### src/rtl/ifetch_queue.sv
// Instruction fetch unit: a three-state request FSM feeding a small prefetch queue,
// with a registered IF/ID output stage that handles stall, redirect and flush.
module ifetch_queue #(
    parameter int          DEPTH    = 4,
    parameter logic [31:0] RESET_PC = 32'h0000_0000
) (
    input  logic                     clock,
    input  logic                     reset_n,
    output logic                     imem_req,
    output logic [31:0]              imem_addr,
    input  logic                     imem_ack,
    input  logic [31:0]              imem_rdata,
    input  logic                     redirect,
    input  logic [31:0]              redirect_pc,
    input  logic                     stall,
    output logic [31:0]              ifid_ir,
    output logic [31:0]              ifid_pc4,
    output logic                     ifid_valid,
    output logic [$clog2(DEPTH):0]   fifo_count
);
    localparam int PW = $clog2(DEPTH);
    localparam int CW = PW + 1;
    localparam logic [CW-1:0] FULL = CW'(DEPTH);

    typedef enum logic [1:0] {ST_IDLE, ST_REQ, ST_DROP} state_t;

    state_t          state_q;
    logic [31:0]     fpc_q;
    logic [31:0]     addr_q;
    logic            req_q;
    logic [PW-1:0]   head_q;
    logic [PW-1:0]   tail_q;
    logic [CW-1:0]   count_q;
    logic [31:0]     ir_q;
    logic [31:0]     pc4_q;
    logic            valid_q;

    logic [31:0]     ir_mem  [DEPTH];
    logic [31:0]     pc4_mem [DEPTH];

    logic [31:0]     rpc_aligned;
    logic [31:0]     fpc_plus4;
    logic            pop;
    logic            push;
    logic [CW-1:0]   count_popped;
    logic [CW-1:0]   count_d;

    always_comb begin
        rpc_aligned  = redirect_pc & ~32'h3;
        fpc_plus4    = fpc_q + 32'd4;
        pop          = !redirect && !stall && (count_q != '0);
        push         = (state_q == ST_REQ) && imem_ack && !redirect;
        count_popped = count_q - {{(CW-1){1'b0}}, pop};
        count_d      = redirect ? '0 : count_popped + {{(CW-1){1'b0}}, push};
    end

    // Fetch FSM; a slot is only requested when it is guaranteed free at ack time.
    always_ff @(posedge clock) begin
        if (!reset_n) begin
            state_q <= ST_IDLE;
            fpc_q   <= RESET_PC;
            addr_q  <= RESET_PC & ~32'h3;
            req_q   <= 1'b0;
        end else begin
            case (state_q)
                ST_IDLE: begin
                    if (redirect) begin
                        state_q <= ST_REQ;
                        fpc_q   <= rpc_aligned;
                        addr_q  <= rpc_aligned;
                        req_q   <= 1'b1;
                    end else if (count_popped < FULL) begin
                        state_q <= ST_REQ;
                        addr_q  <= fpc_q;
                        req_q   <= 1'b1;
                    end
                end
                ST_REQ: begin
                    if (redirect) begin
                        fpc_q <= rpc_aligned;
                        if (imem_ack) begin
                            addr_q <= rpc_aligned;
                        end else begin
                            state_q <= ST_DROP;
                        end
                    end else if (imem_ack) begin
                        fpc_q <= fpc_plus4;
                        if (count_d < FULL) begin
                            addr_q <= fpc_plus4;
                        end else begin
                            state_q <= ST_IDLE;
                            req_q   <= 1'b0;
                        end
                    end
                end
                ST_DROP: begin
                    // The stale request keeps its address until the memory completes it.
                    if (imem_ack) begin
                        state_q <= ST_REQ;
                        if (redirect) begin
                            fpc_q  <= rpc_aligned;
                            addr_q <= rpc_aligned;
                        end else begin
                            addr_q <= fpc_q;
                        end
                    end else if (redirect) begin
                        fpc_q <= rpc_aligned;
                    end
                end
                default: begin
                    state_q <= ST_IDLE;
                    req_q   <= 1'b0;
                end
            endcase
        end
    end

    always_ff @(posedge clock) begin
        if (push && reset_n) begin
            ir_mem[tail_q]  <= imem_rdata;
            pc4_mem[tail_q] <= fpc_plus4;
        end
    end

    // Queue pointers and the IF/ID register; redirect flushes both.
    always_ff @(posedge clock) begin
        if (!reset_n) begin
            head_q  <= '0;
            tail_q  <= '0;
            count_q <= '0;
            ir_q    <= '0;
            pc4_q   <= '0;
            valid_q <= 1'b0;
        end else begin
            count_q <= count_d;
            if (redirect) begin
                head_q  <= '0;
                tail_q  <= '0;
                ir_q    <= '0;
                valid_q <= 1'b0;
            end else begin
                if (pop) begin
                    head_q  <= head_q + PW'(1);
                    ir_q    <= ir_mem[head_q];
                    pc4_q   <= pc4_mem[head_q];
                    valid_q <= 1'b1;
                end else if (!stall) begin
                    ir_q    <= '0;
                    valid_q <= 1'b0;
                end
                if (push) begin
                    tail_q <= tail_q + PW'(1);
                end
            end
        end
    end

    assign imem_req   = req_q;
    assign imem_addr  = addr_q;
    assign ifid_ir    = ir_q;
    assign ifid_pc4   = pc4_q;
    assign ifid_valid = valid_q;
    assign fifo_count = count_q;

endmodule

### config.mk
export PLATFORM = sky130hd
export DESIGN_NAME = ifetch_queue
export DESIGN_NICKNAME = d
export VERILOG_FILES = /design/src/rtl/ifetch_queue.sv
export SDC_FILE = /design/constraint.sdc
export NUM_CORES = 1
export LEC_CHECK = 0
export CORE_MARGIN = 5
export CORE_UTILIZATION = 40
export DETAILED_ROUTE_END_ITERATION = 6
export PLACE_DENSITY = 0.68
export RECOVER_POWER = 50
export SYNTH_ARGS = -nofsm -noshare
export SYNTH_HDL_FRONTEND = slang
export SYNTH_SLANG_ARGS = --single-unit
### constraint.sdc
create_clock -name clock -period 7.3 [get_ports clock]
set_input_delay 0.73 -clock clock [delete_from_list [all_inputs] [get_ports clock]]
set_output_delay 0.73 -clock clock [all_outputs]
set_load 0.005 [all_outputs]
### Word level (Yosys, flattened, before mapping)

Memories as Yosys holds them, arrays and structs flattened. A register that Yosys moved wholly into a read port is not among the register bits.
Cells that the tools add are included.

| storage, ports and cells | value |
|---|---|
| bits in registers | 107 |
| RAM bits | 256 |
| input port bits | 69 |
| output and inout bits | 101 |
| word-level logic and storage cells | 87 |
| memories | 2 |

Memory list:

| name | depth | bits a word | rd ports | clocked after Yosys merged registers in | wr ports | line | RTL |
|---|---|---|---|---|---|---|---|
| ir_mem | 4 | 32 | 1 | 1 | 1 | 38 | `logic [31:0] ir_mem [DEPTH];` |
| pc4_mem | 4 | 32 | 1 | 1 | 1 | 39 | `logic [31:0] pc4_mem [DEPTH];` |

| operators by class | value |
|---|---|
| add/subtract/negate cells | 5 |
| $lt $le $gt $ge | 2 |
| equality and inequality tests | 12 |
| mux-type cells | 35 |
| bitwise operators | 3 |
| reductions and logical operators | 19 |

Operators with widths:

| operator | number |
|---|---|
| two-way mux 32 bit | 12 |
| case mux 32 bit (3 select lines) | 1 |
| case mux 32 bit (2 select lines) | 1 |
| adder 32 x 3 -> 32 bit, second input constant | 1 |
| two-way mux 2 bit | 9 |
| AND reduction 5 bit | 3 |
| inequality test 3 bit, second input constant | 4 |
| two-way mux 1 bit | 9 |
| inequality test 2 bit, second input constant | 4 |
| < comparator 3 bit, second input constant | 2 |
| case mux 2 bit (3 select lines) | 1 |
| nonzero test 3 bit | 2 |
| logical AND 1 bit | 5 |
| adder 2 x 1 -> 2 bit, second input constant | 2 |
| AND reduction 2 bit | 2 |
| OR reduction 2 bit | 2 |
| adder 3 x 1 -> 3 bit | 1 |
| logical NOT 1 bit | 3 |
| two-way mux 3 bit | 1 |
| inequality test 3 x 2 -> 1 bit, second input constant | 1 |
| NOT 1 bit | 3 |
| case mux 1 bit (3 select lines) | 1 |
| subtractor 3 x 1 -> 3 bit | 1 |
| equality test 2 x 1 -> 1 bit, second input constant | 1 |
| other kinds (4) | 4 |

### Logic depth before layout (Yosys ltp)

| depth | value |
|---|---|
| depth in word-level cells | 11 |
| depth in mapped cells | 16 |

### Worst setup path before layout

OpenSTA, ideal clock, no wires.

| path | value |
|---|---|
| path type | input to register |
| start | input stall |
| end | register addr_q[28] (netlist: imem_addr[28]) |
| setup time | 0.092 ns |
| data arrival time | 3.903 ns |
| required time | 7.208 ns |
| slack | 3.305 ns |
| cell stages on the path | 16 |
| path through | clkbuf_1 -> or3_1 -> clkbuf_1 -> inv_1 -> clkbuf_1 -> buf_1 -> ha_1 -> inv_1 -> ha_1 -> ha_1 -> a2111oi_0 -> or3_1 -> buf_2 -> buf_2 -> nand2_1 -> o32ai_1 |

| between the ends | value |
|---|---|
| cells in the longest elaborated chain, start to end | 9 |
| elaborated cells between the ends (all ways) | 11 |
| those cells by class | add/sub (2); order compare (2); eq/ne (2); mux (1); reduce/logical (4) |

Ends and longest elaborated chain:

| item | line | RTL |
|---|---|---|
| start, declared | 15 | `input logic stall,` |
| logical NOT 1 bit (*) | - |  |
| logical AND 1 bit (*) (2 in a row) | 51 | `pop = !redirect && !stall && (count_q != '0);` |
| net pop | 43 | `logic pop;` |
| subtractor 3 x 1 -> 3 bit (*) | 53 | `count_popped = count_q - {{(CW-1){1'b0}}, pop};` |
| adder 3 x 1 -> 3 bit | 54 | `count_d = redirect ? '0 : count_popped + {{(CW-1){1'b0}}, push};` |
| two-way mux 3 bit | 54 |  |
| < comparator 3 bit | 88 | `if (count_d < FULL) begin` |
| inequality test 3 x 2 -> 1 bit (no line) | - |  |
| AND reduction 5 bit (no line) (*) | - |  |
| end signal, assigned | 62 | `addr_q <= RESET_PC & ~32'h3;` |
| end signal, assigned | 89 | `addr_q <= fpc_plus4;` |
| end signal, assigned | 102 | `addr_q <= rpc_aligned;` |
| end, declared | 29 | `logic [31:0] addr_q;` |

The timed path passes the listed nets; every way through them passes the cells marked *.
A chain may end at the register's enable or synchronous reset.

### Worst setup path in the final report

| path | value |
|---|---|
| start | input redirect |
| end | register addr_q[9] (netlist: imem_addr[9]) |

| between the ends | value |
|---|---|
| cells in the longest elaborated chain, start to end | 9 |
| elaborated cells between the ends (all ways) | 17 |
| those cells by class | add/sub (2); order compare (2); eq/ne (2); mux (6); reduce/logical (5) |

Ends and longest elaborated chain:

| item | line | RTL |
|---|---|---|
| start, declared | 13 | `input logic redirect,` |
| logical NOT 1 bit | 51, 52 |  |
| logical AND 1 bit (2 in a row) | 51 |  |
| subtractor 3 x 1 -> 3 bit | 53 |  |
| adder 3 x 1 -> 3 bit | 54 |  |
| two-way mux 3 bit | 54 |  |
| < comparator 3 bit | 88 |  |
| inequality test 3 x 2 -> 1 bit (no line) | - |  |
| AND reduction 5 bit (no line) | - |  |

Parallel ways exist; a longest one is shown, timed or not. The select of a mux whose other input is x is not followed.

==> run summary <==
The reg-to-reg setup timing slack is 2.90 ns. The synthesized design contains 397 register bits. Synthesis handed over a netlist of 1195 instances. The area overhead of the layout relative to synthesis is 21.7%. The path class of the tightest hold or removal check is reg2reg. The worst setup slack after placement came out at 2.33 ns. The clock drives 397 sinks. Post-CTS repair changed the size of 0 cells.

In this run the tightest slew margin relative to its limit is -1.39. The weighted congestion at the end of routability-driven global placement came out at 0.851. On the final layout, the worst hold slack is 0.451 ns. The detailed router finished its first iteration with 934 violations.

Internal power comes to 0.00384 W. The maximum number of pins on one net before global-route repair is 72. Along the worst path, the maximum fanout reaches 50. The analysis attributes to cell leakage a power of 6.61 nW. The standard cell core area is 39800 sq um. The category of the worst setup path launch point is an input pin. The die is 211 um tall.

After legalization and detailed placement, the total HPWL measured 24800 um. The combined area of the multi-input logic cells came out at 5110 sq um. The distinct cell type count after synthesis is 64. Across all setup checks in the final design, the least slack found is 1.59 ns.

The number of pins with negative max-slew slack in the final report is 218. In the finished design, the share of the clock period the worst path needs comes to 0.783. The endpoint class of the critical path is a flop. The fraction of registers with async set or reset after synthesis came out at 0. The library cell contributing the largest single delay on the critical path is clkbuf_1. The total setup violations reported at the end of the flow came out at 0. The share of power burned in registers is 0.504. The worst path needs 5.71 ns of the cycle, external delays included.

The cell at the root of the clock tree is clkbuf_16. The mean instance size in the synthesized netlist came out at 13.5 sq um. The initialized floorplan defines 73 standard-cell rows.

In this run the worst setup path terminates at imem_addr[9]$_SDFFE_PN0P_. The CTS clock-pin slew for the worst setup and hold paths is 0.06 ns. The count of inserted antenna diode cells is 0. The delay of the slowest critical-path stage came out at 1.76 ns. The share of synthesized area in the top cell type comes to 0.477. The worst-case clock skew came out at 0.0237 ns. In this run, post-CTS hold repair placed 0 buffers.

In the post-synthesis netlist, the biggest area contributors are edfxtp_1 (48%), dfxtp_1 (18%), mux4_2 (8.9%). The via count is 10.5k. STA puts the critical path data required time at 7.73 ns. The number of antenna violations at the first check in global routing came to 1. The warning count from the yosys run came out at 0. Of the cells placed in the final design, the portion with a size suffix greater than 1 is 0.126. The TritonCTS clock tree is built.

The aggregate global-route resource usage is 0.174. The synthesized area came out at 16100 sq um. The worst register-to-register path ends at ifid_pc4[23]$_SDFFE_PN0P_. The post-CTS setup repair buffer count is 0. The number of cells on the worst reg-to-reg path is 7. The number of buffers between clock root and the deepest sink is 3. The number of primary I/O pins is 170. Traced cell by cell, the critical path runs through buf_2 -> clkbuf_1 -> or3_1 -> buf_4 -> inv_1 -> ha_1 -> ha_1 -> inv_1 -> ha_1 -> a2111oi_0 -> or3_1 -> buf_4 -> a2111oi_0 -> a31o_2. For the pin with the worst max-slew slack, the measured transition is 3.59 ns. The total CTS buffers is 42.

The area enclosed by the die boundary is 44400 sq um. The most used standard cell by instance count after synthesis is edfxtp_1. The proportion of power drawn by combinational gates came out at 0.055. The proportion of power drawn by the clock network is 0.441.

The commonest cells after synthesis are edfxtp_1 (256), dfxtp_1 (141), nand2_1 (112). The number of enable-type register cells in the synthesized netlist is 256. The final routed wire length divided by cell count is 20.7 um. The area used by sequential logic in the layout is 10500 sq um.

The highest achievable clock rate is 175 MHz. The switching component of the power is 0.00107 W. The final layout contains routed wiring with a total length of 39300 um. The number of hold-slack violations in the final timing report was 0. For this run, the register share of the synthesized area comes to 0.652.

The launch point of the critical path is redirect. Max-cap violations in this run came to 5. The number of iterations in the first detailed-routing pass came out at 5. At the worst endpoint, the arrival time is 6.14 ns.

During placement, the flow inserted port buffers numbering 167. The power per standard cell area is 251 nW/um^2. The number of global-route vias before repair is 10.5k. The biggest area contributor in the post-synthesis netlist is edfxtp_1. The final-layout fill cell count is 3465. In this run the number of H-tree levels came out at 2. The run finished, with violations left. The total congestion overflow is 0.

The maximum ir drop on the vdd rail is 0.000145 V. The DRC violation count after routing is 0. The net total in the final layout is 1413.

The switching part of the total came out at 0.219. The final reports fail on max-capacitance violations, max-slew violations. The startpoint identified for the worst register-to-register timing path is fifo_count[2]$_SDFF_PN0_. The first global-routing pass estimated 61400 um of wire. Dividing the detail-routed via count by the number of cells gives 5.53. The setup total negative slack came out at 0 ns. The post-detailed-route count of antenna-violating nets came out at 0. The predominant post-synthesis flop cell is edfxtp_1.

The critical path class is in2reg. The net count of the mapped netlist came out at 1273. The width of the chip is 211 um. For this configuration, the core starts out at a cell density of 0.405. The later-pin clock latency in the skew report is 0.55 ns. Setup repair after global routing left no endpoint under its margin.

The critical path's most frequent cell is ha_1.
-- worst min-delay path by stage --
stage	start	to	slack (ns)	cells past startpoint
after CTS	ifid_pc4[30]$_SDFFE_PN0P_	ifid_pc4[30]$_SDFFE_PN0P_	0.46	2
after global routing	ifid_pc4[11]$_SDFFE_PN0P_	ifid_pc4[11]$_SDFFE_PN0P_	0.48	2
after detailed placement	ifid_pc4[17]$_SDFFE_PN0P_	ifid_pc4[17]$_SDFFE_PN0P_	0.45	2
final	ifid_pc4[17]$_SDFFE_PN0P_	ifid_pc4[17]$_SDFFE_PN0P_	0.45	2
after floorplan	imem_addr[2]$_SDFFE_PN0P_	imem_addr[2]$_SDFFE_PN0P_	0.45	2
after global placement	ifid_pc4[5]$_SDFFE_PN0P_	ifid_pc4[5]$_SDFFE_PN0P_	0.44	2
-- worst max-delay path: cells and delay by family --
kind | cells | cell delay (ns)
buffers and inverters | 6 | 2.75
AO/OA/AOI/OAI | 3 | 1.15
AND/OR/NAND/NOR | 2 | 0.75
adder cells (fa/ha/maj) | 3 | 0.71
-- kinds of logic after synthesis --
kind of cell / share of synthesized area
DFF: 0.652
and+or+nand+nor: 0.0984
AOI/OAI and AO/OA: 0.0931
buffers and inverters: 0.0309
muxes: 0.0913
xor gates and xnor gates: 0.0266
adders and majority gates: 0.00761
-- placed cells by master (no fill, tap or decap), types with 6 or more instances in the layout --
master / instances
a211o_1: 6
a21oi_1: 70
a22oi_1: 46
a31oi_1: 13
and3_1: 9
and4_1: 7
buf_4: 19
clkbuf_1: 12
clkbuf_16: 42
clkdlybuf4s50_1: 33
clkinv_2: 7
dfxtp_1: 138
dlygate4sd3_1: 133
edfxtp_1: 256
ha_1: 9
inv_1: 20
mux4_2: 64
nand2_1: 112
nand2b_1: 10
nand3_1: 32
nand4_1: 15
nor2_1: 85
nor3_1: 20
nor4_1: 12
o21ai_0: 26
o2bb2ai_1: 11
xnor2_1: 35
xor2_1: 14
-- state kept, by name, summed over array words and instances, names as in the netlist, 3 cells and up, named ones only --
name and flops:
fifo_count 3, ifid_ir 32, pc4_mem 128, ifid_pc4 32, ir_mem 128, imem_addr 32, fpc_q 32
-- through the flow --
stage	std cells	cell area, sq um	power [W]	utilization
floorplan	1195	16100	0.00266	-
global placement	1816	18200	0.00280	0.458
detailed placement	1816	18200	0.00281	0.458
CTS	1894	19600	0.00497	0.493
global route	1894	19600	0.00509	0.492
finish	1894	19600	0.00492	0.492
-- power by group through the flow --
stage	Combinational, W	Clock (W)	Sequential [W]
after global routing	0.000293	0.00232	0.00249
after floorplan	0.000164	0	0.00250
after CTS	0.000280	0.00221	0.00248
final	0.000270	0.00217	0.00248
after detailed placement	0.000277	0	0.00253
after global placement	0.000271	0	0.00253
-- layer usage --
layer  vias to the layer above  global-route usage  wire (um)
li1                       4808                   -          -
met1                      5186               0.246      17200
met2                       417               0.279      18500
met3                        62              0.0336       2750
met4                         2              0.0447        804
met5                         -                   0         11
-- final cells by class --
cell class              count  area share
repair buffers            191      0.0932
well taps                 525      0.0335
clock buffers              54      0.0584
inverters                  22     0.00421
multi-input cells         681       0.260
flip-flops and latches    397       0.536
clock inverters            24      0.0141
Power figures use the tool's default switching activity.
